$ cat src/rtl/mem_access_ctrl.sv
// ---------------------------------------------------------------------------
// mem_access_ctrl
//
// Memory-stage data-bus sequencer. Issues one load or store per memory-stage
// instruction and keeps the bus request stable until the bus completes it.
// While the access is outstanding it raises stall_m. Load data comes back
// aligned and sign/zero-extended. Misaligned accesses are flagged and are
// never sent to the bus.
//
// Ports:
//   clk, reset            clock, synchronous active-high reset
//   mem_valid             a valid non-NOP instruction is in the memory stage
//   mem_read, mem_write   the instruction is a load / a store
//   mem_addr              effective address
//   mem_wdata             store data, right-justified
//   mem_size              0=byte 1=half 2=word 3=dword (others illegal)
//   mem_signed            sign-extend the load result
//   pipe_advance          the memory stage advances at this edge
//   dreq_valid/addr/size  bus request
//   dreq_strobe           byte-lane write enables (0 for loads)
//   dreq_data             lane-aligned store data
//   dresp_data_ok         bus completes the current request this cycle
//   dresp_data            lane-aligned bus read data
//   stall_m               the memory stage must hold
//   rdata_out             formatted load result
//   misalign              current access is misaligned
// ---------------------------------------------------------------------------
module mem_access_ctrl #(
  parameter int ADDR_W = 64,
  parameter int DATA_W = 64
) (
  input  logic              clk,
  input  logic              reset,
  input  logic              mem_valid,
  input  logic              mem_read,
  input  logic              mem_write,
  input  logic [ADDR_W-1:0] mem_addr,
  input  logic [DATA_W-1:0] mem_wdata,
  input  logic [2:0]        mem_size,
  input  logic              mem_signed,
  input  logic              pipe_advance,
  output logic              dreq_valid,
  output logic [ADDR_W-1:0] dreq_addr,
  output logic [2:0]        dreq_size,
  output logic [7:0]        dreq_strobe,
  output logic [DATA_W-1:0] dreq_data,
  input  logic              dresp_data_ok,
  input  logic [DATA_W-1:0] dresp_data,
  output logic              stall_m,
  output logic [DATA_W-1:0] rdata_out,
  output logic              misalign
);

  typedef enum logic [1:0] {
    ST_IDLE,
    ST_WAIT,
    ST_DONE
  } state_t;

  state_t            state;
  logic [ADDR_W-1:0] cap_addr;
  logic [2:0]        cap_size;
  logic [7:0]        cap_strobe;
  logic [DATA_W-1:0] cap_data;
  logic              cap_read;
  logic              cap_signed;
  logic [DATA_W-1:0] result_q;

  logic              is_mem;
  logic              unaligned;
  logic              access;
  logic [2:0]        in_sh;
  logic [7:0]        in_strobe;
  logic [DATA_W-1:0] in_data;
  logic [DATA_W-1:0] in_result;
  logic [DATA_W-1:0] cap_result;

  function automatic logic [7:0] lane_strobe(input logic [2:0] size,
                                             input logic [2:0] sh);
    logic [7:0] s;
    case (size)
      3'd0:    s = 8'h01 << sh;
      3'd1:    s = 8'h03 << sh;
      3'd2:    s = 8'h0F << sh;
      3'd3:    s = 8'hFF;
      default: s = 8'h00;
    endcase
    return s;
  endfunction

  // Bring the addressed lanes down to bit 0, truncate, then extend.
  function automatic logic [DATA_W-1:0] format_load(input logic [DATA_W-1:0] raw,
                                                    input logic [2:0]        sh,
                                                    input logic [2:0]        size,
                                                    input logic              sgn);
    logic [DATA_W-1:0] t;
    logic [DATA_W-1:0] r;
    t = raw >> {sh, 3'b000};
    case (size)
      3'd0:    r = {{(DATA_W-8){sgn & t[7]}}, t[7:0]};
      3'd1:    r = {{(DATA_W-16){sgn & t[15]}}, t[15:0]};
      3'd2:    r = {{(DATA_W-32){sgn & t[31]}}, t[31:0]};
      default: r = t;
    endcase
    return r;
  endfunction

  // Alignment check; illegal sizes always count as misaligned.
  always_comb begin
    unaligned = 1'b1;
    case (mem_size)
      3'd0:    unaligned = 1'b0;
      3'd1:    unaligned = mem_addr[0];
      3'd2:    unaligned = |mem_addr[1:0];
      3'd3:    unaligned = |mem_addr[2:0];
      default: unaligned = 1'b1;
    endcase
  end

  assign is_mem     = mem_valid & (mem_read | mem_write);
  assign misalign   = is_mem & unaligned;
  assign access     = is_mem & ~unaligned;
  assign in_sh      = mem_addr[2:0];
  assign in_strobe  = mem_write ? lane_strobe(mem_size, in_sh) : 8'h00;
  assign in_data    = mem_wdata << {in_sh, 3'b000};
  assign in_result  = mem_read ? format_load(dresp_data, in_sh, mem_size, mem_signed)
                               : '0;
  assign cap_result = cap_read ? format_load(dresp_data, cap_addr[2:0], cap_size, cap_signed)
                               : '0;

  // In IDLE the request is a straight pass-through of the inputs so a bus
  // that answers in the same cycle costs no stall. Once in WAIT the captured
  // copy is driven so the request cannot move while the pipe is frozen.
  always_comb begin
    dreq_valid  = 1'b0;
    dreq_addr   = mem_addr;
    dreq_size   = mem_size;
    dreq_strobe = in_strobe;
    dreq_data   = in_data;
    stall_m     = 1'b0;
    rdata_out   = '0;
    case (state)
      ST_IDLE: begin
        dreq_valid = access;
        stall_m    = access & ~dresp_data_ok;
        rdata_out  = (access & dresp_data_ok) ? in_result : '0;
      end
      ST_WAIT: begin
        dreq_valid  = 1'b1;
        dreq_addr   = cap_addr;
        dreq_size   = cap_size;
        dreq_strobe = cap_strobe;
        dreq_data   = cap_data;
        stall_m     = 1'b1;
        rdata_out   = dresp_data_ok ? cap_result : '0;
      end
      ST_DONE: begin
        rdata_out = result_q;
      end
      default: ;
    endcase
  end

  // DONE exists so a completed access is not reissued while some other
  // hazard keeps the memory stage frozen; it is left only when the pipe
  // advances, so a new instruction is first seen the cycle after.
  always_ff @(posedge clk) begin
    if (reset) begin
      state      <= ST_IDLE;
      cap_addr   <= '0;
      cap_size   <= '0;
      cap_strobe <= '0;
      cap_data   <= '0;
      cap_read   <= 1'b0;
      cap_signed <= 1'b0;
      result_q   <= '0;
    end else begin
      case (state)
        ST_IDLE: begin
          if (access) begin
            if (!dresp_data_ok) begin
              cap_addr   <= mem_addr;
              cap_size   <= mem_size;
              cap_strobe <= in_strobe;
              cap_data   <= in_data;
              cap_read   <= mem_read;
              cap_signed <= mem_signed;
              state      <= ST_WAIT;
            end else if (!pipe_advance) begin
              result_q <= in_result;
              state    <= ST_DONE;
            end
          end
        end
        ST_WAIT: begin
          if (dresp_data_ok) begin
            result_q <= cap_result;
            state    <= ST_DONE;
          end
        end
        ST_DONE: begin
          if (pipe_advance) begin
            state <= ST_IDLE;
          end
        end
        default: state <= ST_IDLE;
      endcase
    end
  end

endmodule

$ cat config.mk
export PLATFORM = sky130hd
export DESIGN_NAME = mem_access_ctrl
export DESIGN_NICKNAME = d
export VERILOG_FILES = /design/src/rtl/mem_access_ctrl.sv
export SDC_FILE = /design/constraint.sdc
export NUM_CORES = 1
export LEC_CHECK = 0
export BUFFER_PORTS_ARGS = -buffer_cell sky130_fd_sc_hd__buf_2
export CORE_ASPECT_RATIO = 1.5
export CORE_UTILIZATION = 30
export DETAILED_ROUTE_END_ITERATION = 12
export GPL_ROUTABILITY_DRIVEN = 1
export GPL_TIMING_DRIVEN = 0
export HOLD_SLACK_MARGIN = 0.03
export PLACE_DENSITY_LB_ADDON = 0.15
export SLEW_MARGIN = 20
export SYNTH_ARGS = -nofsm -noshare
export SYNTH_HDL_FRONTEND = slang
export SYNTH_SLANG_ARGS = --single-unit
$ cat constraint.sdc
create_clock -name clk -period 4.25 [get_ports clk]
set_input_delay 0.85 -clock clk [delete_from_list [all_inputs] [get_ports clk]]
set_output_delay 0.85 -clock clk [all_outputs]
set_load 0.01 [all_outputs]
==> results of run 1 <==
==> cell type report <==
| type | instances | area share |
|---|---|---|
| antenna | 10 | 0.00119 |
| buffer | 248 | 0.0577 |
| clock buffer | 36 | 0.0341 |
| clock inverter | 9 | 0.0101 |
| inverter | 27 | 0.00494 |
| multi-input combinational | 1969 | 0.556 |
| sequential | 207 | 0.197 |
| tap | 695 | 0.0414 |
| timing repair buffer | 405 | 0.0978 |
==> cells in the final DEF (no fill, tap or decap), types with 47 or more instances in the layout <==
master	n
a211oi_1	53
a21oi_1	155
a22oi_1	47
buf_2	436
clkbuf_1	137
dfxtp_1	207
mux2_2	57
mux2i_1	145
nand2_1	647
nor2_1	295
nor3_1	94
o21ai_0	93
==> flip-flops by register name, indices dropped and copies added, names as in the netlist <==
signal	flops
cap_signed	1
cap_addr	64
cap_read	1
cap_size	3
cap_data	64
cap_strobe	8
result_q	64
state	2
==> critical path, cell delays in order, from the launching register on <==
cell and delay [ns]:
dfxtp_1 0.30, buf_2 0.16, clkbuf_4 0.26, mux2i_2 0.36, nor2_1 0.17, o211ai_1 0.38
a41oi_4 0.30, buf_2 0.28, a22oi_1 0.30, nand2_1 0.11, buf_2 0.16
==> layer usage <==
layer	global-route usage	vias to the layer above	wire length, microns
li1	-	9487	-
met1	0.362	9975	35100
met2	0.605	1103	48800
met3	0.0692	395	7370
met4	0.304	10	10300
met5	0	-	72
==> synthesized netlist by cell type, types with 3 or more instances <==
master and count:
nand2_1 648, nor2_1 299, dfxtp_1 207, clkbuf_1 168, a21oi_1 158, mux2i_1 156
o21ai_0 104, nor3_1 96, buf_2 62, mux2_2 57, a211oi_1 55, a22oi_1 48
a221oi_1 39, o211ai_1 34, nand3_1 26, mux4_2 25, o2bb2ai_1 25, and2_1 24
inv_1 24, o22ai_1 22, a222oi_1 19, o31ai_1 19, o21a_1 16, buf_1 13
nor2b_1 12, o22a_1 11, nand2b_1 10, a31oi_1 8, a31o_2 7, buf_4 5
a21o_1 4, a2bb2oi_1 4, a32oi_1 3, buf_6 3, or2_2 3
==> cells by family (layout without fill, tap and decap cells) <==
group           Yosys count  count (layout)
other cells               0              10
simple gates           1132            1132
compound gates          599             599
buf+inv                 278             725
flops                   207             207
mux                     238             238
==> final timing paths <==
path              endpoint  depth (start not counted)
min reg2reg   cap_addr[38]                          2
max reg2reg   result_q[43]                          8
min           cap_addr[38]                          2
max          rdata_out[32]                         10
==> through the flow <==
| step | setup TNS, ns | worst slack, ns | power, mW | area (sq um) |
|---|---|---|---|---|
| finish | 0 | 0.0233 | 6.12 | 21000 |
| global placement | -41.46 | -0.729 | 3.54 | 19500 |
| global route | -0.0225 | -0.0121 | 6.32 | 21000 |
| CTS | 0 | 0.00190 | 6.11 | 20800 |
| detailed placement | -40.73 | -0.782 | 3.54 | 19500 |
| floorplan | 0 | 0.623 | 2.82 | 16700 |
==> what timing repair did <==
item                                    4_1_cts  5_1_grt
pin swaps                                     2        7
buffers inserted                              2       10
endpoints found under the setup margin      141       77
resized for setup                           123       52
hold buffers                                  0        0
==> where the power goes <==
group | internal (mW) | switching (mW) | total [mW] | leakage (nW)
Combinational | 0.524 | 1.07 | 1.59 | 6.91
Clock | 1.54 | 0.986 | 2.52 | 0.450
Sequential | 1.98 | 0.0214 | 2.00 | 1.67
Total | 4.04 | 2.07 | 6.12 | 9.03
==> impl_metrics.yaml, run 1 <==
status:
  status: "complete, no violations"
logic_synthesis:
  synth_top_family_by_area: "simple AND/OR/NAND/NOR gates"
  syn_nets: 2657
  synthAdderAreaFrac: 0
  async_flop_share: 0
  postSynthCellCount: 2454
  synthSimpleGateAreaFrac: 0.275
  synth_top_cells_by_area: "dfxtp_1 (25%), nand2_1 (15%), mux2i_1 (9.4%)"
  yosysTopAreaCellShare: 0.248
  synth-xor-area-share: 0
  synth_compound_area_frac: 0.241
  ys_ff_latch: 207
  synthDistinctLibCells: 63
  synth_mux_area_frac: 0.166
  avgSynthCellArea_sq_um: 6.80
  yosys.area.top_type: "dfxtp_1"
  ys.flop_type: "dfxtp_1"
  synth_edf_count: 0
  ys_warn_count: 0
  synth_area_sq_um: 16700
  synth_seq_area_share: 0.248
detailed_routing:
  vias: 21000
  dr.first_iter.drc_count: 1734
  wl_microns: 102000
  viasPerCell: 5.82
  routedWlPerCell_microns: 28.2
  drcViolationCount: 0
  drtAntennaViolNets: 0
  drtPass1Iterations: 8
setup_path:
  regToRegSetupSlack_ns: 1.03
  cp_data_arrival_time_ns: 3.38
  reg2reg_from: "state[0]"
  worst_setup_path_start_kind: "register"
  endpoint_kind: "primary output"
  cp-startpoint: "cap_addr[1]"
  worstSetupPathType: "register to primary output"
  crit_fanout: 10
  cp_data_required_time_ns: 3.40
clocking:
  clock-root-buffer: "clkbuf_16"
  cts_buffer_depth: 3
  cts_sinks: 207
  htree_levels: 1
  clk_pin_slew_ns: 0.07
  clk_latency_ns: 0.59
  cts_tree: "built"
  numCtsBuffers: 25
cells_and_area:
  drive_gt1_frac: 0.243
  fin_cells: 3606
  finish.utilization: 0.384
  multi_input_area_sq_um: 11700
  num-fill-cells: 6027
  nets: 3086
  area_delta_synth_final_pct: 26.1
  seqCellArea_sq_um: 4140
timing:
  fin_crit_ns: 4.23
  fmax_ghz: 0.237
  worstMarginPinSlew_ns: 1.12
  slew_headroom: 0.256
  period_share: 0.995
  hold_viol_final: 0
  finalSetupViolations: 0
  timing.hold.ws_ns: 0.453
  final_max_slew_viol_count: 0
  skew_ns: 0.0186
power_and_ir_drop:
  vdd_ir_drop_max_mv: 0.284
  p_per_area_nw_per_um2: 291
  leakagePower_nw: 9.03
global_route:
  grt_pass1_wl_microns: 145000
  grt_pass1_vias: 20800
  grt_max_degree: 14
  grt_use_total: 0.351
  gr-total-overflow: 0
  antenna_found_initial: 14
floorplan:
  design.portCount: 409
  die_area_sq_um: 56600
  rows: 105
  core-area_sq_um: 54800
  die_x_microns: 195
  start_util: 0.304
  die_h_microns: 291
run:
  maxCapViolCount: 0
placement:
  gp_congestion: 1.03
  port_buffers: 393
  dpl.cell_count: 3542
  dp_hpwl_microns: 81900
min_path:
  hp-start: "cap_addr[38]"
  hold_class: "register to register"
No activity file was read; power rests on OpenSTA's default activity.
==> run 2: changes to the inputs <==
--- a/config.mk
+++ b/config.mk
@@ -5,6 +5,7 @@
 export SDC_FILE = /design/constraint.sdc
 export NUM_CORES = 1
 export LEC_CHECK = 0
+export ABC_AREA = 1
 export BUFFER_PORTS_ARGS = -buffer_cell sky130_fd_sc_hd__buf_2
 export CORE_ASPECT_RATIO = 1.5
 export CORE_UTILIZATION = 30
==> run 2 against run 1 <==
  * The run now ends with negative setup slack left
  * Sequential share of layout area is 0.27 points higher
  * Synthesized cell count is 22% higher
  * Sequential cell count stayed put
  * Critical path depth is 1 lower
  * Die area is 1.2% higher
  * Clock power is 11% lower
  * Utilization is 1.1 points lower
  * Sequential power is 3% higher
  * Register-to-register slack better by 0.38 ns
  * Count of clock-buffer cells in the layout is 5 lower
  * Hold slack better by 0.017 ns
==> impl_metrics.yaml, run 2 <==
logic_synthesis:
  synth_area_sq_um: 16900
  synth_seq_area_share: 0.246
  postSynthCellCount: 3001
  yosys.area.top_type: "dfxtp_1"
  ys_ff_latch: 207
  async_flop_share: 0
  synthMostInstantiatedCell: "nand2_1"
  synth_edf_count: 0
  ys.flop_type: "dfxtp_1"
  yosysTopAreaCellShare: 0.246
  synthDistinctLibCells: 38
  synthTopCellsByCount: "nand2_1 (899), o21ai_0 (452), nor2_1 (319)"
  avgSynthCellArea_sq_um: 5.62
  syn_nets: 3204
  synth_top_cells_by_area: "dfxtp_1 (25%), nand2_1 (20%), o21ai_0 (13%)"
  ys_warn_count: 0
status:
  status: "complete, but fails checks"
  violations: "negative setup slack"
timing:
  rsz0062_at_grt: "no"
  finalSetupViolations: 1
  skew_ns: 0.0216
  slew_headroom: 0.144
  fmax_ghz: 0.233
  hold_viol_final: 0
  timing.hold.ws_ns: 0.470
  final_max_slew_viol_count: 0
  fin_ws_ns: -0.0370
  fin_crit_ns: 4.29
  setup_tns_ns: -0.0370
  worstMarginPinSlew_ns: 1.27
  period_share: 1.01
cells_and_area:
  drive_gt1_frac: 0.182
  largest_registers: "cap_addr (64), cap_data (64), result_q (64)"
  num-fill-cells: 6625
  finish.utilization: 0.372
  layout_common_cells: "nand2_1 (898), buf_2 (475), o21ai_0 (427), nor2_1 (319), nand3_1 (290)"
  area_delta_synth_final_pct: 23.0
  seqCellArea_sq_um: 4150
  nets: 3640
  mostFrequentLayoutCell: "nand2_1"
  multi_input_area_sq_um: 11000
global_route:
  grt_max_degree: 14
  grt_use_met2: 0.654
  antenna_found_initial: 6
  grt_pass1_vias: 23100
  gr-usage-met3: 0.0762
  grt_util_met1: 0.411
  gr-total-overflow: 0
  busiest_layer: "met2"
  grt_use_total: 0.388
  grt_pass1_wl_microns: 161000
clocking:
  htree_levels: 1
  numCtsBuffers: 25
  cts_buffer_depth: 3
  clock-root-buffer: "clkbuf_16"
  clk_latency_ns: 0.59
  ctsHoldBuffers: 0
  cts_sinks: 207
  cts_tree: "built"
  clk_pin_slew_ns: 0.08
placement:
  port_buffers: 403
  gp_congestion: 1.07
  dp_hpwl_microns: 90700
power_and_ir_drop:
  p_per_area_nw_per_um2: 300
  vdd_ir_drop_max_mv: 0.329
  leakagePower_nw: 9.54
floorplan:
  design.portCount: 409
  start_util: 0.303
  rows: 106
  core-area_sq_um: 55700
  die_x_microns: 196
  die_area_sq_um: 57200
  die_h_microns: 292
detailed_routing:
  vias: 23500
  wl_microns: 113000
  routedWlPerCell_microns: 27.2
  drcViolationCount: 0
  dr.first_iter.drc_count: 2230
  viasPerCell: 5.66
  drtAntennaViolNets: 0
  drtPass1Iterations: 6
min_path:
  hp-start: "cap_data[24]"
  hold_end: "cap_data[24]"
  hold_class: "register to register"
  hold_depth: 2
setup_path:
  cp_slowest_cell: "clkbuf_1"
  reg2reg_from: "cap_addr[1]"
  crit_fanout: 10
  cp_data_arrival_time_ns: 3.44
  r2r-end: "result_q[25]"
  reg2regPathDepth: 8
  worst_setup_path_start_kind: "register"
  worstSetupPathType: "register to primary output"
  regToRegSetupSlack_ns: 1.41
  endpoint_kind: "primary output"
  cp_data_required_time_ns: 3.40
  path_common_cell: "buf_2"
  worst_path_largest_cell_delay_ns: 0.53
  cp_cell_sequence: "buf_2 -> buf_2 -> clkbuf_1 -> nand2_1 -> a21oi_2 -> o21ai_0 -> nand3_1 -> nand3_1 -> buf_2"
run:
  maxCapViolCount: 0
run 2: cell types whose count changed after synthesis, sizes merged, moves of 39 or more:
cell,before,now
nand2,648,907
o21ai,104,474
mux2,57,0
nand4,2,71
o211ai,34,85
nor3,96,6
a22oi,48,4
buf,83,136
mux2i,156,6
nand3,26,292
a221oi,39,0
inv,25,135
run 2: worst max-delay path by stage:
stage                            from             to
after floorplan           mem_addr[2]  rdata_out[18]
after global placement    mem_addr[1]  dreq_data[52]
after detailed placement  mem_addr[1]  dreq_data[52]
after CTS                    state[0]  dreq_data[24]
after global routing      mem_addr[0]   rdata_out[5]
final                     cap_addr[1]  rdata_out[25]
run 2: power breakdown:
part / internal (mW) / total, mW / leakage [nW] / switching, mW
Clock: 1.24 / 2.25 / 0.393 / 1.01
Sequential: 2.02 / 2.06 / 1.68 / 0.0391
Combinational: 0.501 / 1.90 / 7.47 / 1.40
Total: 3.76 / 6.21 / 9.54 / 2.45
run 2: area by class of cell:
class,instances,share of cell area
repair buffers,410,0.101
flip-flops and latches,207,0.200
diodes,1,0.000121
well taps,702,0.0423
inverters,136,0.0246
multi-input cells,2382,0.530
plain buffers,275,0.0632
clock inverters,14,0.00700
clock buffers,31,0.0322
run 2: critical path, delay by kind of cell (launching register included):
kind / cells / cell delay [ns]
buf+inv: 4 / 1.23
flops: 1 / 0.38
compound gates: 2 / 0.82
simple gates: 3 / 0.40
run 2: stage by stage:
| step | setup WS [ns] | cells | total power [mW] | area [sq um] |
|---|---|---|---|---|
| 2_1_floorplan | 1.14 | 3001 | 3.00 | 16900 |
| 3_3_place_gp | 0.0268 | 4106 | 3.90 | 19800 |
| 3_5_place_dp | 0.0287 | 4106 | 3.89 | 19800 |
| 4_1_cts | 0.00279 | 4150 | 6.15 | 20600 |
| 5_1_grt | 0.00176 | 4157 | 6.40 | 20700 |
| 6_report | -0.0370 | 4158 | 6.21 | 20700 |
run 2: what timing repair did:
action                                 CTS  global route
endpoints found under the hold margin    0             0
pin swaps                                0             2
gates resized for setup                 15            49
setup endpoints to repair              106            62
setup buffers                            0             3
run 2: logic make-up after synthesis:
group,after synthesis,synth area share
mux,6,0.00356
flops,207,0.246
simple gates,1611,0.396
compound gates,765,0.248
buf+inv,412,0.107
run 2: routing by layer:
layer	vias to the layer above	routed length [microns]
li1	10900	-
met1	11100	40400
met2	1160	53600
met3	409	7390
met4	8	11500
met5	-	55
